File: src/rtl/led_event_monitor_pkg.sv
// Shared definitions for the LED event monitor: default parameters, FSM
// state encoding and a counter-width helper.
package led_event_monitor_pkg;

    localparam int DEF_WIDTH      = 8;
    localparam int DEF_PERIOD     = 50000;
    localparam int DEF_HEARTBEATS = 4;
    localparam int DEF_DEPTH      = 16;
    localparam int DEF_TS_W       = 32;

    typedef enum logic [1:0] {
        ST_BASELINE = 2'd0,
        ST_RUN      = 2'd1,
        ST_DONE     = 2'd2
    } state_e;

    // Bits needed to hold any value in 0..max_val.
    function automatic int cnt_width(input int max_val);
        return (max_val < 2) ? 1 : $clog2(max_val + 1);
    endfunction

endpackage

File: src/rtl/sync_fifo.sv
// Show-ahead synchronous FIFO: the head entry is presented on rd_data_o while
// not empty; a read simply advances past it.
module sync_fifo #(
    parameter int DATA_W = 40,
    parameter int DEPTH  = 16
) (
    input  logic              clk,
    input  logic              rst,
    input  logic              wr_en_i,
    input  logic [DATA_W-1:0] wr_data_i,
    input  logic              rd_en_i,
    output logic [DATA_W-1:0] rd_data_o,
    output logic              full_o,
    output logic              empty_o
);

    localparam int AW = $clog2(DEPTH);

    logic [DATA_W-1:0] mem_q [DEPTH];
    logic [AW-1:0]     wptr_q, wptr_d;
    logic [AW-1:0]     rptr_q, rptr_d;
    logic [AW:0]       count_q, count_d;
    logic              do_wr;
    logic              do_rd;

    assign full_o  = (count_q == (AW+1)'(DEPTH));
    assign empty_o = (count_q == '0);

    // A write into a full FIFO is allowed only when a read frees a slot in the same cycle.
    assign do_rd = rd_en_i && !empty_o;
    assign do_wr = wr_en_i && (!full_o || do_rd);

    assign rd_data_o = mem_q[rptr_q];

    always_comb begin
        wptr_d  = do_wr ? wptr_q + AW'(1) : wptr_q;
        rptr_d  = do_rd ? rptr_q + AW'(1) : rptr_q;
        count_d = count_q;
        if (do_wr && !do_rd) begin
            count_d = count_q + (AW+1)'(1);
        end else if (!do_wr && do_rd) begin
            count_d = count_q - (AW+1)'(1);
        end
    end

    always_ff @(posedge clk) begin
        if (rst) begin
            wptr_q  <= '0;
            rptr_q  <= '0;
            count_q <= '0;
        end else begin
            wptr_q  <= wptr_d;
            rptr_q  <= rptr_d;
            count_q <= count_d;
        end
    end

    // NOTE: storage is left unreset; the count gates every read, so stale entries are never visible.
    always_ff @(posedge clk) begin
        if (do_wr) begin
            mem_q[wptr_q] <= wr_data_i;
        end
    end

endmodule

File: src/rtl/led_event_monitor.sv
// Watches a bus for value changes, queues timestamped events in a FIFO and
// emits periodic heartbeats until a fixed number of them have elapsed.
module led_event_monitor
    import led_event_monitor_pkg::*;
#(
    parameter int WIDTH      = DEF_WIDTH,
    parameter int PERIOD     = DEF_PERIOD,
    parameter int HEARTBEATS = DEF_HEARTBEATS,
    parameter int DEPTH      = DEF_DEPTH,
    parameter int TS_W       = DEF_TS_W
) (
    input  logic             clk,
    input  logic             rst,
    input  logic [WIDTH-1:0] led_in,
    output logic             evt_valid,
    input  logic             evt_ready,
    output logic [WIDTH-1:0] evt_data,
    output logic [TS_W-1:0]  evt_time,
    output logic             heartbeat,
    output logic             done,
    output logic             overflow
);

    localparam int PER_W = cnt_width(PERIOD - 1);
    localparam int HB_W  = cnt_width(HEARTBEATS);
    localparam int ENT_W = WIDTH + TS_W;

    localparam logic [PER_W-1:0] PER_LAST = PER_W'(PERIOD - 1);
    localparam logic [HB_W-1:0]  HB_LAST  = HB_W'(HEARTBEATS - 1);

    state_e           state_q, state_d;
    logic [TS_W-1:0]  cyc_q, cyc_d;
    logic [PER_W-1:0] per_q, per_d;
    logic [HB_W-1:0]  beats_q, beats_d;
    logic             hb_q, hb_d;
    logic             ovf_q, ovf_d;
    logic [WIDTH-1:0] prev_q, prev_d;

    logic             period_end;
    logic             last_beat;
    logic             push;
    logic             pop;
    logic             fifo_wr;
    logic             drop;
    logic             fifo_full;
    logic             fifo_empty;
    logic [ENT_W-1:0] fifo_wdata;
    logic [ENT_W-1:0] fifo_rdata;

    assign period_end = (per_q == PER_LAST);
    assign last_beat  = period_end && (beats_q == HB_LAST);

    // NOTE: every signal driven here gets a default first so no path leaves it unassigned (no latch).
    always_comb begin
        state_d = state_q;
        prev_d  = prev_q;
        push    = 1'b0;
        unique case (state_q)
            ST_BASELINE: begin
                push    = 1'b1;
                prev_d  = led_in;
                state_d = ST_RUN;
            end
            ST_RUN: begin
                if (led_in != prev_q) begin
                    push   = 1'b1;
                    prev_d = led_in;
                end
                if (last_beat) begin
                    state_d = ST_DONE;
                end
            end
            ST_DONE: begin
                state_d = ST_DONE;
            end
            default: begin
                state_d = ST_BASELINE;
            end
        endcase
    end

    // A change that finds the FIFO full is lost unless the consumer pops in the same cycle.
    assign pop        = !fifo_empty && evt_ready;
    assign fifo_wr    = push && (!fifo_full || pop);
    assign drop       = push && fifo_full && !pop;
    assign fifo_wdata = {led_in, cyc_q};

    always_comb begin
        cyc_d   = cyc_q + TS_W'(1);
        per_d   = period_end ? '0 : per_q + PER_W'(1);
        hb_d    = (state_q == ST_RUN) && period_end;
        beats_d = hb_d ? beats_q + HB_W'(1) : beats_q;
        ovf_d   = ovf_q | drop;
    end

    // NOTE: sequential state uses non-blocking assignments so all registers update from pre-edge values.
    always_ff @(posedge clk) begin
        if (rst) begin
            state_q <= ST_BASELINE;
            cyc_q   <= '0;
            per_q   <= '0;
            beats_q <= '0;
            hb_q    <= 1'b0;
            ovf_q   <= 1'b0;
            prev_q  <= '0;
        end else begin
            state_q <= state_d;
            cyc_q   <= cyc_d;
            per_q   <= per_d;
            beats_q <= beats_d;
            hb_q    <= hb_d;
            ovf_q   <= ovf_d;
            prev_q  <= prev_d;
        end
    end

    sync_fifo #(
        .DATA_W (ENT_W),
        .DEPTH  (DEPTH)
    ) u_fifo (
        .clk       (clk),
        .rst       (rst),
        .wr_en_i   (fifo_wr),
        .wr_data_i (fifo_wdata),
        .rd_en_i   (pop),
        .rd_data_o (fifo_rdata),
        .full_o    (fifo_full),
        .empty_o   (fifo_empty)
    );

    // Event fields read as zero whenever no event is queued.
    assign evt_valid = !fifo_empty;
    assign evt_data  = evt_valid ? fifo_rdata[ENT_W-1:TS_W] : '0;
    assign evt_time  = evt_valid ? fifo_rdata[TS_W-1:0]     : '0;
    assign heartbeat = hb_q;
    assign done      = (state_q == ST_DONE);
    assign overflow  = ovf_q;

endmodule

File: config.mk
export PLATFORM = sky130hd
export DESIGN_NAME = led_event_monitor
export DESIGN_NICKNAME = d
export VERILOG_FILES = /design/src/rtl/led_event_monitor_pkg.sv /design/src/rtl/sync_fifo.sv /design/src/rtl/led_event_monitor.sv
export SDC_FILE = /design/constraint.sdc
export NUM_CORES = 1
export LEC_CHECK = 0
export BUFFER_PORTS_ARGS = -buffer_cell sky130_fd_sc_hd__buf_2
export CAP_MARGIN = 20
export CORE_AREA = 3 3 241 243
export CTS_CLUSTER_DIAMETER = 150
export DETAILED_ROUTE_END_ITERATION = 8
export DIE_AREA = 0 0 244 246
export GPL_TIMING_DRIVEN = 0
export HOLD_SLACK_MARGIN = 0.06
export PLACE_DENSITY = 0.65
export SYNTH_ARGS = -nofsm -noshare
export SYNTH_HDL_FRONTEND = slang
export SYNTH_SLANG_ARGS = --single-unit
File: constraint.sdc
create_clock -name clk -period 5.4 [get_ports clk]
set_input_delay 0.27 -clock clk [delete_from_list [all_inputs] [get_ports clk]]
set_output_delay 0.27 -clock clk [all_outputs]
set_load 0.03 [all_outputs]
# Word level (Yosys, flattened, before mapping)
# Memories as Yosys holds them, arrays and structs flattened. A register that Yosys moved wholly into a read port is not among the register bits.
# Cells that the tools add are included.
# W data, S select, Z words.
[word_totals]
register_bits = 76
mem_bits_rw = 640
input_bits = 11
out_inout_bits = 44
memories = 1
[mem_list]
columns = ["name", "depth", "width", "rd", "rd_ports_with_merged_regs", "wr", "line", "rtl"]
rows = [
  ["u_fifo.mem_q", 16, 40, 1, 1, 1, "sync_fifo.sv:19", "logic [DATA_W-1:0] mem_q [DEPTH];"],
]
[classes]
n_addsub = 7
eq_ne = 8
mux = 14
bitwise = 1
n_reduce_logical = 23
[op_table]
columns = ["cell", "count"]
rows = [
  ["$add A32 B1 Y32 const B", 1],
  ["$mux W32", 1],
  ["$add A16 B1 Y16 const B", 1],
  ["$eq A16 B16 Y1 const B", 1],
  ["$mux W8", 2],
  ["$pmux W8 S2", 1],
  ["$logic_and A1 B1 Y1", 10],
  ["$mux W5", 2],
  ["$add A4 B1 Y4 const B", 2],
  ["$mux W4", 2],
  ["$ne A8 B8 Y1", 1],
  ["$pmux W2 S3", 1],
  ["$add A5 B1 Y5 const B", 1],
  ["$eq A5 B5 Y1 const B", 1],
  ["$logic_not A1 Y1", 5],
  ["$logic_not A5 Y1", 1],
  ["$sub A5 B1 Y5 const B", 1],
  ["$ne A2 B2 Y1 const B", 2],
  ["$reduce_bool A2 Y1", 2],
  ["$add A3 B1 Y3 const B", 1],
  ["$eq A3 B2 Y1 const B", 1],
  ["$mux W1", 3],
  ["$eq A2 B1 Y1 const B", 1],
  ["$eq A2 B2 Y1 const B", 1],
  ["other kinds (7)", 8],
]

# Depth between registers and ports, before layout
[logic_depth]
depth_word = 10
depth_mapped = 14
depth_no_buf = 12

# By module
# A second synthesis with hierarchy kept.
[unflattened]
cells_unflattened = 1484
hier_area_um2 = 28068.2
[modules_own_cells]
columns = ["mod", "n_inst", "cells_each", "area_per_inst_um2", "seq_area_each_um2"]
rows = [
  ["sync_fifo", 1, 1086, 24807.5, 19558.8],
  ["led_event_monitor", 1, 398, 3260.6, 1261.2],
]

# Worst setup path before layout
# Ideal clock, no wire load.
[synth_path]
path_kind = "register to register"
from = "reg u_fifo.count_q[0]"
to = "reg u_fifo.count_q[4]"
setup_ps = 70
arrival_time_ps = 2809
slack_ps = 2521
path_stages_with_launch = 12
path_buffers = 0
synth_period_minus_slack_ps = 2879
cell_sequence = "dfxtp_1 nor4_1 or2b_1 nand2_1 ha_1 inv_1 fa_1 a21o_1 a21oi_1 xnor2_1 or3_1 a21oi_1"
[synth_via]
elab_chain_cells = 9
[synth_lines]
columns = ["element", "line", "rtl"]
rows = [
  ["start: declaration", "sync_fifo.sv:22", "logic [AW:0] count_q, count_d;"],
  ["start signal: assignment", "sync_fifo.sv:54", "count_q <= count_d;"],
  ["$logic_not A5 Y1 *", "sync_fifo.sv:27", "assign empty_o = (count_q == '0);"],
  ["$logic_not A1 Y1 *", "--", ""],
  ["named net evt_valid", "led_event_monitor.sv:15", "output logic evt_valid,"],
  ["$logic_and A1 B1 Y1", "led_event_monitor.sv:83", "assign pop = !fifo_empty && evt_ready;"],
  ["$logic_or A1 B1 Y1 / $logic_and A1 B1 Y1 (equally long branches)", "led_event_monitor.sv:84, sync_fifo.sv:30", ""],
  ["$logic_and A1 B1 Y1 / $logic_or A1 B1 Y1 (equally long branches)", "led_event_monitor.sv:84, sync_fifo.sv:31", ""],
  ["$logic_and A1 B1 Y1", "sync_fifo.sv:31", "assign do_wr = wr_en_i && (!full_o || do_rd);"],
  ["$logic_not A1 Y1", "sync_fifo.sv:41", "end else if (!do_wr && do_rd) begin"],
  ["$logic_and A1 B1 Y1", "sync_fifo.sv:41", ""],
  ["$reduce_bool A2 Y1 (no line)", "--", ""],
]
# The timed path passes the listed nets; every way through them passes the cells marked *. The select of a mux whose other input is x is not followed.
# A chain may end at the register's enable or synchronous reset.

==> results_dict.tcl <==
set metrics [dict create \
    run_status "finished clean" \
    clock_latency_ns 0.61 \
    grt_pass1_vias 14181 \
    final_area_sq_um 31900 \
    fin_cells 2360 \
    cpPeakStageDelay_ns 0.72 \
    clock_sinks 720 \
    dr.first_iter.drc_count 1204 \
    ys_warn_count 0 \
    grt-busiest-layer "met2" \
    startpoint_type "flop" \
    h-tree-depth 3 \
    fin_skew_ns 0.0281 \
    antenna_found_initial 1 \
    p_per_area_nw_per_um2 483 \
    place_ws_ns 1.98 \
    grt_overflow_total 0 \
    intPower_mw 10.9 \
    route.detailed.drc 0 \
    core_area_sq_um 56200 \
    rsz0062_at_grt "no" \
    cts_resized 0 \
    placedInstanceArea_sq_um 29500 \
    die-width_um 244 \
    ys_types 52 \
    timing.critical_path.arrival_ns 3.19 \
    netlist_instances 1395 \
    cp_max_fo 10 \
    cts_tree "done" \
    clk_path_buf_depth 3 \
    finalSetupTns_ns 0 \
    synth_area_leaders "edfxtp_1 (69%), mux4_2 (13%), dfxtp_1 (5.7%)" \
    cp_top_family "buffers and inverters" \
    wire_per_inst_um 25.7 \
    p_leak_nw 10.3 \
    synth_area_sq_um 28000 \
    routed_wl_mm 60.7 \
    port_buffers 53 \
    r2r-start "u_fifo.count_q[0]" \
    maxSlewViolCount 0 \
    hp-start "led_in[6]" \
    hold_viol 0 \
    post_cts_buffers 0 \
    worst_pin_slew_ns 1.04 \
    start_util_pct 49.9 \
    path_cells "buf_2 -> buf_2 -> clkbuf_1 -> mux4_2 -> mux2i_1 -> o22ai_1 -> buf_2" \
    routabilityCongestion 0.760 \
    rows 87 \
    vias 13809 \
    power_mw 15.4 \
    cts_buffers 75 \
    holdPathStages 1 \
    peakVddDrop_mv 0.295 \
    cp_num_cells 7 \
    cts_root_buf "clkbuf_16" \
    clock_power_share_pct 31.5 \
    netSwitchingFraction_pct 29.3 \
    use_met1_pct 29.8 \
    hold_ws_ns 0.116 \
    fmax_ghz 0.289 \
    cpMostUsedCell "buf_2" \
    met2_usage_pct 32.6 \
    syn_nets 1423 \
    synth_top_cell_by_area "edfxtp_1" \
    pwr-share-comb_pct 25.0 \
    hold_path.class "in -> reg" \
    yosys-top-cells-count "edfxtp_1 (640), mux4_2 (160), mux2i_1 (94)" \
    path_buf_inv 4 \
    avgSynthCellArea_sq_um 20.1 \
    r2r_cells 11 \
    setup_slack_ns 1.94 \
    synth.yosys.seq_area_share_pct 74.3 \
    drive_gt1_share_pct 24.8 \
    maxCapViolCount 0 \
    cp.required_ns 5.13 \
    grt_util_all_layers_pct 20.5 \
    synthArstFlopShare_pct 0 \
    synth_edf_count 640 \
    dp_hpwl_mm 35.1 \
    critPathKind "reg -> out" \
    antenna_cells 0 \
    drt-pass1-iter-count 5 \
    synth-main-ff-cell "edfxtp_1" \
    min_period_over_period_pct 64.2 \
    area_delta_synth_final_pct 13.9 \
    finalSetupViolations 0 \
    routed_via_density 5.85 \
    grt_max_degree 41 \
    post-place-cells 2218 \
    p_switching_mw 4.51 \
    setup.worst_path.end_class "output port" \
    use_met3_pct 3.49 \
    synth_most_common_cell "edfxtp_1" \
    die_y_um 246 \
    fin_util_pct 56.8 \
    holdBufCountCts 6 \
    cpMaxStageDelayCell "clkbuf_1" \
    n_fill_cell 4289 \
    fin_nets 1573 \
    layout_min_cycle_time_ns 3.46 \
    io_pins 55 \
    ant_nets 0 \
    clk_pin_slew_ns 0.06 \
    ys_ff_latch 720 \
    synth_top_area_share_pct 68.6 \
    relSlewSlack_pct 30.7 \
    die_area_sq_um 60000 \
    seq_power_share_pct 43.5 \
    grt_pass1_wl_mm 90.3 \
]
## power groups by stage
| stage | registers [mW] | logic (mW) | clock network [mW] |
|---|---|---|---|
| 6_report | 6.71 | 3.85 | 4.85 |
| 5_1_grt | 6.75 | 4.14 | 5.18 |
| 4_1_cts | 6.71 | 3.94 | 4.96 |
| 3_5_place_dp | 6.83 | 3.92 | 0 |
| 3_3_place_gp | 6.84 | 3.79 | 0 |
| 2_1_floorplan | 6.79 | 2.72 | 0 |
## per-layer routing
layer / vias to the layer above / share of wire, % / routed length, um
met4: 0 / 2.0 / 1240
met3: 86 / 6.4 / 3870
met2: 433 / 47 / 28700
met1: 7290 / 44 / 26900
met5: - / 0 / 0
li1: 6000 / - / -
## cell usage in the layout, fill, tap and decap left out, types with 10 or more instances in the layout
master     Yosys  routed
buf_1         12      12
buf_12         0      14
buf_2         29      82
clkbuf_1      22      41
clkbuf_16      0      78
clkinv_1       0      10
clkinv_2       0      15
dfxtp_1       80      80
edfxtp_1     640     640
ha_1          16      16
inv_1         13      13
mux2i_1       94      94
mux4_2       160     160
nand2_1       22      22
nand3_1       27      27
nand4_1       14      14
nor2_1        79      79
o22ai_1       40      40
xnor2_1       15      15
xor2_1        44      44
## flip-flops by register name, summed over array words and instances, names as in the netlist, named ones only
name and flops:
beats_q 3, cyc_q 32, per_q 16, u_fifo.count_q 5, heartbeat 1, state_q 2
u_fifo.rptr_q 4, prev_q 8, u_fifo.mem_q 640, overflow 1, u_fifo.wptr_q 4
## worst paths after layout
path | slack [ns] | to
hold / removal | 0.12 | u_fifo.mem_q[11][38]
setup / recovery | 1.94 | evt_time[1]
hold reg to reg | 0.48 | per_q[0]
setup reg to reg | 2.11 | u_fifo.count_q[4]
## cell families after synthesis
| family | after synthesis | synth area share, % |
|---|---|---|
| xor+xnor | 59 | 1.85 |
| simple gates | 198 | 3.92 |
| buf+inv | 81 | 1.30 |
| flops | 720 | 74.3 |
| mux | 254 | 16.2 |
| compound gates | 66 | 1.58 |
| fa+ha+maj | 17 | 0.786 |
## layout make-up
| type | count | area (sq um) | area share (%) |
|---|---|---|---|
| plain buffers | 68 | 314 | 0.984 |
| clock buffers | 102 | 2090 | 6.56 |
| clock inverters | 34 | 233 | 0.729 |
| inverters | 13 | 48.8 | 0.153 |
| multi-input cells | 594 | 6850 | 21.5 |
| flip-flops and latches | 720 | 20800 | 65.3 |
| well taps | 756 | 946 | 2.96 |
| repair buffers | 73 | 606 | 1.90 |
Power figures use the tool's default switching activity.
